--- config.mk ---
export PLATFORM = sky130hd
export DESIGN_NAME = register_bank
export DESIGN_NICKNAME = d
export VERILOG_FILES = /design/src/rtl/register_bank.sv
export SDC_FILE = /design/constraint.sdc
export NUM_CORES = 1
export LEC_CHECK = 0
export CORE_AREA = 2 2 43 45
export DETAILED_ROUTE_END_ITERATION = 10
export DIE_AREA = 0 0 45 47
export PLACE_DENSITY = 0.7
export SYNTH_ARGS = -nofsm -noshare
export SYNTH_HDL_FRONTEND = slang
export SYNTH_SLANG_ARGS = --single-unit
--- constraint.sdc ---
create_clock -name CLK -period 1 [get_ports CLK]
set_clock_uncertainty 0.1 [all_clocks]
set_input_delay 0.1 -clock CLK [delete_from_list [all_inputs] [get_ports CLK]]
set_output_delay 0.1 -clock CLK [all_outputs]
set_load 0.05 [all_outputs]
--- src/rtl/register_bank.sv ---
// register_bank: NUM_REGS x WIDTH general registers sharing one store bus
// and one load bus. Any register can be stored, counted up in place with a
// registered wrap pulse, read back through a gated mux, and is always
// visible on the flattened COUNTER bus.
module register_bank #(
    parameter int              WIDTH     = 4,
    parameter int              NUM_REGS  = 2,
    parameter logic [WIDTH-1:0] RESET_VAL = '0,
    localparam int             SEL_W     = (NUM_REGS > 1) ? $clog2(NUM_REGS) : 1
) (
    input  logic                      CLK,
    input  logic                      RST,
    input  logic                      nST,
    input  logic [SEL_W-1:0]          ST_SEL,
    input  logic                      nOUT,
    input  logic [SEL_W-1:0]          OUT_SEL,
    input  logic                      INC,
    input  logic [SEL_W-1:0]          INC_SEL,
    input  logic [WIDTH-1:0]          STOREBUS,
    output logic [WIDTH-1:0]          LOADBUS,
    output logic [WIDTH*NUM_REGS-1:0] COUNTER,
    output logic                      CARRY
);

    // One extra bit so NUM_REGS itself is representable for the range compare.
    localparam logic [SEL_W:0] LIMIT = (SEL_W + 1)'(NUM_REGS);

    logic [NUM_REGS-1:0][WIDTH-1:0] regs;
    logic                           st_ok;
    logic                           inc_ok;
    logic                           inc_eff;
    logic [WIDTH-1:0]               inc_cur;

    // Selects past the last register (non power-of-two banks) are dropped.
    assign st_ok  = !nST && ({1'b0, ST_SEL}  < LIMIT);
    assign inc_ok = INC  && ({1'b0, INC_SEL} < LIMIT);

    // A store to the same register overrides the increment entirely,
    // including its carry.
    assign inc_eff = inc_ok && !(st_ok && (ST_SEL == INC_SEL));

    // Current value of the register being incremented, for wrap detection.
    always_comb begin
        inc_cur = '0;
        for (int k = 0; k < NUM_REGS; k++) begin
            if (INC_SEL == SEL_W'(k)) inc_cur = regs[k];
        end
    end

    // Register array update: store has priority over increment per register.
    always_ff @(posedge CLK or posedge RST) begin
        if (RST) begin
            for (int k = 0; k < NUM_REGS; k++) regs[k] <= RESET_VAL;
        end else begin
            for (int k = 0; k < NUM_REGS; k++) begin
                if (st_ok && (ST_SEL == SEL_W'(k)))
                    regs[k] <= STOREBUS;
                else if (inc_eff && (INC_SEL == SEL_W'(k)))
                    regs[k] <= regs[k] + 1'b1;
            end
        end
    end

    // One-cycle carry pulse following an all-ones -> zero increment.
    always_ff @(posedge CLK or posedge RST) begin
        if (RST) CARRY <= 1'b0;
        else     CARRY <= inc_eff && (inc_cur == {WIDTH{1'b1}});
    end

    // Gated read mux; no bypass, so a same-cycle store shows after the edge.
    always_comb begin
        LOADBUS = '0;
        if (!nOUT) begin
            for (int k = 0; k < NUM_REGS; k++) begin
                if (OUT_SEL == SEL_W'(k)) LOADBUS = regs[k];
            end
        end
    end

    // Packed array layout already places reg k at bits [k*WIDTH +: WIDTH].
    assign COUNTER = regs;

endmodule

## After elaboration in Yosys (flattened, before gate mapping)

Cells that the tools add are included.

- Register bits: 9
- Output and inout bits: 13

- Add/subtract/negate cells: 2
- Equal/unequal tests: 2
- Mux-type cells: 7
- Bitwise operators: 2
- Reductions and logical operators: 11

Operators by type and width:

| cell | number |
|---|---|
| 4-bit 2-to-1 mux | 7 |
| 4-bit by 1-bit adder with 4-bit output, second input constant | 2 |
| 1-bit logical AND | 7 |
| 4-bit == test, second input constant | 1 |
| 2-bit nonzero test | 2 |
| 1-bit zero test | 2 |
| 1-bit inverter | 2 |
| 1-bit == test | 1 |

## Depth between registers and ports, before layout

- Depth after elaboration: 7
- Depth in mapped cells: 4

## Worst setup path after synthesis

No wires, ideal clock.

- Path type: register -> output
- From: register regs (netlist bit COUNTER[4])
- To: output LOADBUS[0]
- Data arrival time: 1480 ps
- Required time: 800 ps
- Setup slack: -680 ps
- Stages on the path, launching flop included: 3
- Buffers on the path: 0
- Path through: dfrtp_1 mux2i_1 nor2_1

- Word-level cells in the longest chain between the ends: 2

RTL lines:

| item | line | text |
|---|---|---|
| start, declared | 28 | `logic [NUM_REGS-1:0][WIDTH-1:0] regs;` |
| start signal, assigned by index | 59 | `regs[k] <= regs[k] + 1'b1;` |
| 4-bit 2-to-1 mux | 75 | `if (OUT_SEL == SEL_W'(k)) LOADBUS = regs[k];` |
| 4-bit 2-to-1 mux | 73 | `if (!nOUT) begin` |
| end, declared | 20 | `output logic [WIDTH-1:0] LOADBUS,` |

Every way passes these cells.

## Final worst setup path

- From: register regs (netlist bit COUNTER[1])
- To: output LOADBUS[1]

Same word-level chain as after synthesis.

==> out/qor.yml <==
finish:
  final_core_util: 0.8439
  area_growth_pct: 150.9
  drive_above_1_share: 0.6325
  nFillCells: 81
  final_nets: 132
  diodes: 0
power:
  cellPowerDensity_mw_per_mm2: 1902
  peakVddDrop_v: 0.001271
  power_mw: 2.652
  p_leak_nw: 0.5974
detailed_routing:
  dr_wl_met2_um: 1088
  highest_layer: "met4"
  drtIter0Drc: 5
  drc: 0
  vias: 676
  final_antenna_net_count: 0
  finalWirelength_um: 2026
  wl_met1_um: 823
  route.met3.wl_um: 90
  firstDrtPassIters: 3
  viasPerCell: 5.045
  post_drt_wl_per_cell_um: 15.12
timing:
  fin_crit_sh: 1.319
  fmax_mhz: 758.0
  fin_crit_ns: 1.319
  maxSlewViolCount: 0
  worst_pin_slew_ns: 0.4316
  rsz0062_at_grt: "yes"
  layout_setup_ws_ns: -0.3192
  relSlewSlack: 0.7123
  hold_slack_ns: -0.002297
  hold_viol_final: 5
  setup_violations: 21
grt:
  grt_max_degree: 10
  grt_usage: 0.2331
  grt_pass1_vias: 680
  grt_remaining_overflow: 0
  grt_pass1_wl_um: 3346
  antenna_found_initial: 0
synth:
  synth_area_leaders: "dfrtp_1 41%, mux2i_1 11%, o21ai_0 7.2%"
  yosysSeqAreaShare: 0.4054
  synth_ff_type: "dfrtp_1"
  yosys_warnings: 0
  syn_inst: 61
  synth_top_area_cell: "dfrtp_1"
  synth_top_cell_area_share: 0.4054
  avgSynthCellArea_um2: 9.107
  postSynth.asyncResetShare: 1.000
  synth-seq-cells: 9
  synth_edf_count: 0
  synth_cell_types: 23
  synth_nets: 75
  syn-cell-area_um2: 555.5
hold_path:
  hold_class: "in -> async"
run:
  cap_violations: 0
floorplanning:
  core_mm2: 0.001652
  rows: 15
  fp.dieH_um: 47
  initial_core_util: 0.3364
  io-pin-count: 25
  die-area_mm2: 0.002115
  die_w_um: 45
clocking:
  clk_pin_slew_ns: 0.07
  cts_tree: "done"
  htree_levels: 1
  clk_latency_ns: 0.27
  cts.sinks: 9
  cts_buffers: 3
  cts_max_path_buffers: 2
  ctsRootBufferMaster: "clkbuf_4"
critical_path:
  path_class: "reg -> out"
  worst_ep_arrival_time_ns: 1.12
  startpoint_type: "register"
  crit_fanout: 3
  crit_required_ns: 0.80
  cp-end-kind: "output port"
placed_design:
  hpwlAfterDp_um: 1307
  port_buffers: 24
  place_congestion: 0.8080
status:
  status: "complete, but fails checks"
  violations: "hold timing, setup timing"
==> synthesized netlist by cell type, drive strengths merged, types with 2 or more instances <==
master / number
dfrtp: 9
o21ai: 8
nand2: 7
mux2i: 6
nor2: 6
nand3: 3
xor2: 3
a31oi: 2
ha: 2
inv: 2
or3: 2
==> sequential cells by signal, indices dropped and copies added (netlist names) <==
name,flops
CARRY,1
COUNTER,8
==> cell families after synthesis <==
group | Yosys count | share of synthesized area
fa+ha+maj | 2 | 0.04504
xor+xnor | 4 | 0.06307
simple gates | 26 | 0.2500
compound gates | 11 | 0.1081
mux | 6 | 0.1081
buf+inv | 3 | 0.02027
flops | 9 | 0.4054
==> per-layer routing <==
layer,global-route usage,up-vias
met5,0,-
met4,0.1000,0
met3,0.06538,4
met2,0.3857,19
met1,0.2857,326
li1,-,327
==> cell usage in the layout (no fill, tap or decap), types with 2 or more instances in the layout <==
cell type and count:
clkdlybuf4s50_1 6, buf_4 15, mux2i_4 2, nand2_1 6
clkbuf_4 3, buf_6 16, inv_1 2, or3_1 2
buf_12 11, mux2i_2 3, dfrtp_2 8, o21ai_0 2
nand3_4 2, o21ai_1 6, a31oi_1 2, xor2_1 3
ha_4 2, dlymetal6s2s_1 2, nor2_4 4, dlygate4sd2_1 3
==> worst paths after layout <==
path                            startpoint    endpoint  slack [ns]  cells past startpoint
worst min-delay path                   RST  COUNTER[2]      -0.002                      2
worst max-delay path            COUNTER[1]  LOADBUS[1]       -0.32                      3
max in group asynchronous              RST  COUNTER[6]        0.50                      2
worst min register to register  COUNTER[3]  COUNTER[3]        0.54                      2
worst max register to register  COUNTER[6]  COUNTER[7]       -0.28                      4
min in group CLK                    ST_SEL  COUNTER[3]        0.13                      4
==> area by class of cell <==
cell class	instances	area (µm²)	share of cell area
clock buffers	4	26.28	0.01885
well taps	17	21.27	0.01526
flip-flops and latches	9	235.2	0.1688
multi-input cells	49	479.2	0.3438
inverters	2	7.507	0.005386
repair buffers	53	624.3	0.4479
==> report_power, final <==
group / switching [mW] / total [mW] / internal (mW)
Combinational: 0.814 / 1.78 / 0.964
Sequential: 0.118 / 0.572 / 0.455
Clock: 0.147 / 0.301 / 0.155
==> through the flow <==
stage | std cells | instance area (µm²) | setup TNS, ns | worst slack, ns
2_1_floorplan | 61 | 613.1 | -2.548 | -0.2811
3_3_place_gp | 120 | 1119 | -5.074 | -0.4425
3_5_place_dp | 120 | 1119 | -5.535 | -0.4999
4_1_cts | 133 | 1351 | -4.714 | -0.3224
5_1_grt | 134 | 1394 | -5.609 | -0.3572
6_report | 134 | 1394 | -4.779 | -0.3192
==> critical path, cell delays in order (launching register included) <==
cell and delay (ns):
dfrtp_2 0.43, mux2i_2 0.21, nor2_4 0.06, buf_12 0.15
==> timing repair <==
item                       4_1_cts  5_1_grt
resized for setup               37        9
pin swaps                       12        8
hold buffers                     0        0
buffers inserted                 9        3
setup endpoints to repair       22       22
gates cloned                     0        0
Note: power is estimated with default switching activity, not from simulation.
